===== src/rtl/statemover_pkg.sv =====
// statemover_pkg -- shared constants and helpers for the state-mover target design.
//   BP_DISABLED        : breakpoint value that disables the compare
//   LFSR_MASK          : Galois feedback mask for x^32+x^22+x^2+x+1
//   LFSR_SEED_DEFAULT  : default non-zero workload LFSR reset value
//   lfsr_next()        : one Galois step (shift right, XOR mask when lsb was 1)
package statemover_pkg;

    localparam logic [31:0] BP_DISABLED       = 32'hFFFF_FFFF;
    localparam logic [31:0] LFSR_MASK         = 32'h8020_0003;
    localparam logic [31:0] LFSR_SEED_DEFAULT = 32'h0000_ACE1;

    function automatic logic [31:0] lfsr_next(input logic [31:0] s);
        logic [31:0] sh;
        sh = s >> 1;
        return s[0] ? (sh ^ LFSR_MASK) : sh;
    endfunction

endpackage


===== src/rtl/sm_workload.sv =====
// sm_workload -- deterministic workload: a Galois LFSR feeding an accumulator.
// Every state element is a plain flop so it can be dumped/restored while frozen.
// Ports:
//   clk_p     in   1   clock (posedge)
//   reset     in   1   synchronous active-high reset
//   run_en    in   1   advance enable; low holds every register
//   signature out  32  lfsr ^ acc
module sm_workload
    import statemover_pkg::*;
#(
    parameter logic [31:0] LFSR_SEED = LFSR_SEED_DEFAULT
) (
    input  logic        clk_p,
    input  logic        reset,
    input  logic        run_en,
    output logic [31:0] signature
);

    logic [31:0] lfsr_q, lfsr_d;
    logic [31:0] acc_q,  acc_d;

    always_comb begin
        lfsr_d = lfsr_q;
        acc_d  = acc_q;
        if (run_en) begin
            lfsr_d = lfsr_next(lfsr_q);
            // Accumulate the pre-step LFSR value.
            acc_d  = acc_q + lfsr_q;
        end
    end

    always_ff @(posedge clk_p) begin
        if (reset) begin
            lfsr_q <= LFSR_SEED;
            acc_q  <= '0;
        end else begin
            lfsr_q <= lfsr_d;
            acc_q  <= acc_d;
        end
    end

    assign signature = lfsr_q ^ acc_q;

endmodule


===== src/rtl/statemover_top.sv =====
// statemover_top -- target design for state save/restore experiments.
// Runs the LFSR/accumulator workload and counts executed cycles. All state
// advances only while clk_en is high and no breakpoint is hit; freezing is
// enable-based (no clock gating).
// Build option: define BREAKPOINT_EN to enable the breakpoint compare; when
// undefined, halted is tied low and breakpoint is ignored.
// Ports:
//   clk_p        in   1      clock, positive leg (all logic on its posedge)
//   clk_n        in   1      negative leg, unused by logic
//   reset        in   1      synchronous active-high reset (beats clk_en/halted)
//   clk_en       in   1      run enable
//   breakpoint   in   CNT_W  halt when cycle_count equals it; all-ones disables
//   cycle_count  out  CNT_W  executed-cycle counter
//   halted       out  1      breakpoint reached (combinational)
//   signature    out  32     workload observation (lfsr ^ acc)
module statemover_top
    import statemover_pkg::*;
#(
    parameter logic [31:0] LFSR_SEED = LFSR_SEED_DEFAULT,
    parameter int          CNT_W     = 32
) (
    input  logic             clk_p,
    input  logic             clk_n,
    input  logic             reset,
    input  logic             clk_en,
    input  logic [CNT_W-1:0] breakpoint,
    output logic [CNT_W-1:0] cycle_count,
    output logic             halted,
    output logic [31:0]      signature
);

    logic [CNT_W-1:0] cnt_q, cnt_d;
    logic             run_en;

    // The differential partner carries no information the logic needs.
    logic unused_clk_n;
    assign unused_clk_n = clk_n;

`ifdef BREAKPOINT_EN
    localparam logic [CNT_W-1:0] BP_OFF = CNT_W'(BP_DISABLED);

    // Live compare: a new breakpoint value takes effect on the very next edge.
    // The counter can sit at all-ones, but that value never halts because it
    // is the disable code.
    assign halted = (breakpoint != BP_OFF) && (cnt_q == breakpoint);
`else
    logic unused_bp;
    assign unused_bp = ^breakpoint;
    assign halted    = 1'b0;
`endif

    assign run_en = clk_en && !halted && !reset;

    always_comb begin
        cnt_d = cnt_q;
        if (run_en) cnt_d = cnt_q + 1'b1;
    end

    always_ff @(posedge clk_p) begin
        if (reset) cnt_q <= '0;
        else       cnt_q <= cnt_d;
    end

    assign cycle_count = cnt_q;

    sm_workload #(
        .LFSR_SEED (LFSR_SEED)
    ) u_workload (
        .clk_p     (clk_p),
        .reset     (reset),
        .run_en    (run_en),
        .signature (signature)
    );

endmodule


===== config.mk =====
export PLATFORM = sky130hd
export DESIGN_NAME = statemover_top
export DESIGN_NICKNAME = d
export VERILOG_FILES = /design/src/rtl/statemover_pkg.sv /design/src/rtl/sm_workload.sv /design/src/rtl/statemover_top.sv
export SDC_FILE = /design/constraint.sdc
export NUM_CORES = 1
export LEC_CHECK = 0
export CAP_MARGIN = 20
export CORE_MARGIN = 2
export CORE_UTILIZATION = 40
export DETAILED_ROUTE_END_ITERATION = 8
export MAX_ROUTING_LAYER = met4
export PLACE_DENSITY = 0.68
export RECOVER_POWER = 100
export SLEW_MARGIN = 20
export SYNTH_ARGS = -nofsm -noshare
export SYNTH_HDL_FRONTEND = slang
export SYNTH_SLANG_ARGS = --single-unit

===== constraint.sdc =====
create_clock -name clk_p -period 5 [get_ports clk_p]
set_input_delay 1.5 -clock clk_p [delete_from_list [all_inputs] [get_ports clk_p]]
set_output_delay 1.5 -clock clk_p [all_outputs]
set_load 0.02 [all_outputs]

==> summary.md, run 1 <==
| Metric | Value |
|---|---|
| Status | finished, violations left |
| Failing checks | max-capacitance violations, max-slew violations |
| GP Congestion | 0.901 |
| Initial Utilization | 41.3% |
| I/O pins | 101 |
| Startpoint types | input pin |
| CTS root buf | clkbuf_16 |
| Worst Hold Class | flip-flop to flip-flop |
| Post-synth EDFFs | 0 |
| Drt total wl | 11500 um |
| Cts hold-fix bufs | 0 |
| Crit-path max FO | 105 |
| Count leader, synth | dfxtp_1 |
| PD cells | 316 mW/mm^2 |
| CP endpoint kind | flip-flop |
| Worst IR drop on VDD | 0.000263 V |
| Hold Fails Final Rpt | 0 |
| Register bit total from synthesis | 96 |
| Worst slew pin tran | 2.08 ns |
| R2R setup slack | 2.11 ns |
| Most used DFF post-synth | dfxtp_1 |
| Vias in the first global route | 4209 |
| Final TNS setup | 0 ns |
| Area after DPL | 0.00601 mm^2 |
| Die H | 118 um |
| Tot Pwr | 1.99 mW |
| Vias | 4442 |
| DR DRC count | 0 |
| Setup bufs post-CTS | 0 |
| CP max stage delay | 1.46 ns |
| Final core utilization | 49.6% |
| Synthesized Nets | 675 |
| Largest net degree at the start of global routing | 106 |
| CP required | 5.13 ns |
| WL/cell | 13.8 um |
| Area added between synthesis and finish | 20.3% |
| # rows | 41 |
| Die Span X | 118 um |
| Initial antenna violation count | 0 |
| Diodes inserted | 0 |
| Critical path, cell by cell | buf_2, clkbuf_2, nand2b_1, clkbuf_1, o32ai_1 |
| # resized after CTS | 0 |
| Worst hold margin | 0.471 ns |
| 1st-pass router iterations | 4 |
| CTS tree | done |
| Global-route wire length before repair | 19800 um |
| First DRT Iteration DRCs | 233 |
| Skew final | 0.00866 ns |
| Post-DP HPWL | 8080 um |
| FMAX | 0.253 GHz |
| Pleak | 2.71 nW |
| Remaining antenna violation count after routing | 0 |
| Htree depth | 3 |
| Port Buf Inserts | 66 |
| RSZ-0062 raised after global routing | no |
| Total die area | 0.0140 mm^2 |
| Mapped Area | 0.00523 mm^2 |
| Vias per cell | 5.32 |
| Max-slew violations | 106 |
| Clock Latency Late Sink | 0.34 ns |
| TritonCTS buffer count | 9 |
| Final Setup Violations | 0 |
| Async S/R FF share, synth | 0% |
| # nets final | 727 |
| Area leader, netlist | dfxtp_1 |
| Final design area excluding fillers | 0.00629 mm^2 |
| Synth top area cells | dfxtp_1, ha_1, mux2i_1 |
| Max Root-Sink Buffers | 2 |
| Unique masters post-synth | 55 |
| Crit path DAT | 4.08 ns |
| Mapped Avg Cell Area | 8.63 um^2 |
| Max cap viols | 1 |
| Cells after Synth | 606 |
| Clock Pin Slew Worst Setup and Hold Paths | 0.06 ns |
| Total track usage | 17.4% |
| CP Class | input pin to flip-flop |
| CTS Sinks | 96 |
| Part of the cycle the worst path needs | 78.9% |
| Final Critical Period | 3.95 ns |
| Max_slew headroom | -38.6% |
| Total core area | 0.0127 mm^2 |
| Post-synth top cells | dfxtp_1, nor2_1, nand2_1 |
| Yosys Warn Count | 0 |
| Ratio of cells with drive above 1 in the final layout | 4.37% |
| CP max stage cell | clkbuf_2 |
| Total gr overflow | 0 |
| Synth top area share | 36.8% |
| Sequential fraction of the synthesis area | 36.8% |
-- power by group --
part | leakage [nW] | switching, mW | internal [mW]
combinational | 1.77 | 0.262 | 0.188
clock | 0.149 | 0.297 | 0.403
sequential | 0.782 | 0.0317 | 0.806
total | 2.71 | 0.590 | 1.40
-- registers in the layout, indices dropped and copies added, names as in the netlist --
| name | cells |
|---|---|
| u_workload.lfsr_q | 32 |
| u_workload.acc_q | 32 |
| cycle_count | 32 |
-- final timing paths --
path / depth (start not counted) / end / start
worst min-delay path: 2 / u_workload.acc_q[25] / u_workload.acc_q[25]
worst max register to register: 10 / u_workload.acc_q[28] / u_workload.lfsr_q[0]
worst max-delay path: 5 / u_workload.acc_q[24] / reset
worst min register to register: 2 / u_workload.acc_q[25] / u_workload.acc_q[25]
-- critical path: cells and delay by family --
kind | cells | cell delay, ns
buffers and inverters | 3 | 2.07
AND/OR/NAND/NOR | 1 | 0.26
AO/OA/AOI/OAI | 1 | 0.18
-- routing by layer --
metal	up-vias	part of all wire (%)	global-route usage [%]
li1	2260	-	-
met1	2064	47	21.2
met2	103	47	28.6
met3	15	4.4	3.81
met4	0	1.5	5.87
met5	-	0	-
-- area by class of cell --
cell class	count	area (um^2)
Fill cell	1200	6380
Multi-Input combinational cell	475	3160
Sequential cell	96	1920
Timing Repair Buffer	69	667
Clock buffer	10	239
Tap cell	172	215
Clock inverter	6	65.1
Inverter	7	26.3
-- kinds of logic (layout without fill, tap and decap cells) --
kind of cell               count (synthesis)  in the layout  share of synthesized area (%)
adders and majority gates                 33             33                           8.04
xor gates and xnor gates                  56             56                           9.38
and+or+nand+nor                          229            229                           20.8
AOI/OAI and AO/OA                        117            117                           14.9
other                                      1              1                         0.0717
muxes                                     39             39                           7.47
buffers and inverters                     35             92                           2.66
DFF                                       96             96                           36.8
-- cell usage in the layout, fill, tap and decap left out, types with 3 or more instances in the layout --
master and n:
clkbuf_16 9, dlygate4sd3_1 64, a21o_1 11, xnor2_1 24, o31a_1 3, nand2b_1 5, a211oi_1 7, nor3_1 10
o22ai_1 6, o21bai_1 4, nor3b_1 4, nand2_1 46, mux2i_1 39, nor2_1 95, or3_1 4, or4_1 3
a21oi_1 37, ha_1 32, dfxtp_1 96, nand3_1 20, o21ai_0 21, nor2b_1 11, xor2_1 32, and3_1 6
and4_1 4, a211o_1 7, a31oi_1 3, nand4_1 11, inv_1 7
-- through the flow --
stage	std cells	setup slack [ns]
floorplan	606	1.93
global placement	819	1.46
detailed placement	819	1.42
CTS	835	1.65
global route	835	0.783
finish	835	1.05
Note: power is estimated with default switching activity, not from simulation.
==> run 2: changes to the inputs <==
--- a/config.mk
+++ b/config.mk
@@ -10,7 +10,7 @@
 export CORE_UTILIZATION = 40
 export DETAILED_ROUTE_END_ITERATION = 8
 export MAX_ROUTING_LAYER = met4
-export PLACE_DENSITY = 0.68
+export PLACE_DENSITY = 0.71
 export RECOVER_POWER = 100
 export SLEW_MARGIN = 20
 export SYNTH_ARGS = -nofsm -noshare
==> constraint.sdc (replaced) <==
create_clock -name clk_p -period 3.3 [get_ports clk_p]
set_input_delay 0.99 -clock clk_p [delete_from_list [all_inputs] [get_ports clk_p]]
set_output_delay 0.99 -clock clk_p [all_outputs]
set_load 0.02 [all_outputs]
==> summary.md, run 2 (synthesis gave the netlist of run 1 again) <==
| Metric | Value |
|---|---|
| Status | finished, final reports clean |
| Worst Hold Class | flip-flop to flip-flop |
| Initial Utilization | 41.3% (unchanged) |
| Htree depth | 3 (unchanged) |
| CP max stage delay | 0.73 ns (-0.73 ns) |
| CP max stage cell | dlygate4sd3_1 |
| Pleak | 2.66 nW (-1.5%) |
| Remaining antenna violation count after routing | 0 (unchanged) |
| FMAX | 0.348 GHz |
| CP top delay family | buffers and inverters |
| Initial antenna violation count | 0 (unchanged) |
| Critical path, cell by cell | ha_1, dlygate4sd3_1 |
| Setup bufs post-CTS | 0 (unchanged) |
| Diodes inserted | 0 (unchanged) |
| Vias | 4410 (-0.72%) |
| Max cap viols | 0 (-1) |
| Crit path DAT | 1.88 ns (-2.20 ns) |
| CP bufs+invs | 1 (-2) |
| Place WS | 0.452 ns (-0.972 ns) |
| Post-DP HPWL | 8190 um (+1.4%) |
| I/O pins | 101 (unchanged) |
| Worst slew pin tran | 1.40 ns (-0.683 ns) |
| CTS root buf | clkbuf_16 |
| 1st-pass router iterations | 4 (unchanged) |
| # rows | 41 (unchanged) |
| Largest net degree at the start of global routing | 106 (unchanged) |
| Worst IR drop on VDD | 0.000333 V (+27%) |
| Cts hold-fix bufs | 0 (unchanged) |
| Vias in the first global route | 4169 (-0.95%) |
| Part of the cycle the worst path needs | 87.1% |
| Hold Fails Final Rpt | 0 (unchanged) |
| CP required | 2.31 ns (-2.82 ns) |
| Final Setup Violations | 0 (unchanged) |
| Drt total wl | 11500 um (-0.64%) |
| Clock Latency Late Sink | 0.35 ns (about the same) |
| Total track usage | 17.1% (-0.32 points) |
| Vias per cell | 5.28 (-0.72%) |
| Total core area | 0.0127 mm^2 (unchanged) |
| TritonCTS buffer count | 9 (unchanged) |
| Area added between synthesis and finish | 19.7% |
| Global-route wire length before repair | 19300 um (-2.7%) |
| # resized after CTS | 0 (unchanged) |
| Port Buf Inserts | 66 (unchanged) |
| PD cells | 468 mW/mm^2 (+48%) |
| CP endpoint kind | output port |
| Max_slew headroom | 6.98% (+46 points) |
| Ratio of cells with drive above 1 in the final layout | 3.77% (-0.60 points) |
| Most common cell after layout, fill and taps aside | dfxtp_1 |
| Die H | 118 um (unchanged) |
| Fin worst setup slack | 0.427 ns (-0.626 ns) |
| CTS Sinks | 96 (unchanged) |
| Clock Pin Slew Worst Setup and Hold Paths | 0.07 ns (about the same) |
| First DRT Iteration DRCs | 278 (+19%) |
| DR DRC count | 0 (unchanged) |
| WL/cell | 13.7 um (-0.64%) |
| Total die area | 0.0140 mm^2 (unchanged) |
| Final Critical Period | 2.87 ns |
| CP Class | flip-flop to output port |
| RSZ-0062 raised after global routing | no |
| Most frequent cells in the layout | dfxtp_1, nor2_1, dlygate4sd3_1, nand2_1, mux2i_1 |
| Total gr overflow | 0 (unchanged) |
| Max-slew violations | 0 (-100%) |
| GP Congestion | 0.911 (+1.1%) |
| CTS tree | done |
| Die Span X | 118 um (unchanged) |
| Startpoint types | flip-flop |
| Final TNS setup | 0 ns (unchanged) |
| Crit-path max FO | 8 (-92%) |
| Max Root-Sink Buffers | 2 (unchanged) |
| Skew final | 0.00921 ns (+0.000543 ns) |
| # nets final | 728 (+0.14%) |
[run 2: per-stage QoR]
stage          cells  utilization (%)  power (mW)  instance area (um^2)  hold slack (ns)
6_report         835             49.4        2.93                  6260            0.454
2_1_floorplan    606                -        1.79                  5230            0.430
4_1_cts          835             49.7        3.00                  6290            0.456
5_1_grt          835             49.4        3.10                  6260            0.495
3_5_place_dp     820             47.5        1.99                  6010            0.449
3_3_place_gp     820             47.5        1.98                  6010            0.443
[run 2: area by class of cell]
type	count	area, um^2
fill	1230	6410
sequential	96	1920
inverter	7	26.3
clock buffer	10	239
tap	172	215
timing repair buffer	70	676
multi-input combinational	475	3140
clock inverter	5	41.3
[run 2: routing by layer]
| layer | GRT usage, % | wire (um) |
|---|---|---|
| met5 | - | 0 |
| met4 | 4.82 | 113 |
| met3 | 4.44 | 473 |
| met2 | 27.7 | 5420 |
| met1 | 21.0 | 5450 |
[run 2: tightest hold or removal path: cells and delay by family (launching register included)]
family | cells | cell delay, ns
flip-flops | 1 | 0.31
AND/OR/NAND/NOR | 1 | 0.05
AO/OA/AOI/OAI | 1 | 0.05
[run 2: final timing paths]
check	depth (start not counted)	slack, ns	startpoint	to
worst max-delay path	2	0.43	u_workload.lfsr_q[28]	signature[28]
worst min-delay path	2	0.45	u_workload.acc_q[26]	u_workload.acc_q[26]
worst max register to register	10	0.44	u_workload.lfsr_q[0]	u_workload.acc_q[28]
worst min register to register	2	0.45	u_workload.acc_q[26]	u_workload.acc_q[26]
[run 2: report_power, final]
group / switching (mW) / internal, mW
clock network: 0.456 / 0.532
registers: 0.0475 / 1.22
logic: 0.388 / 0.283
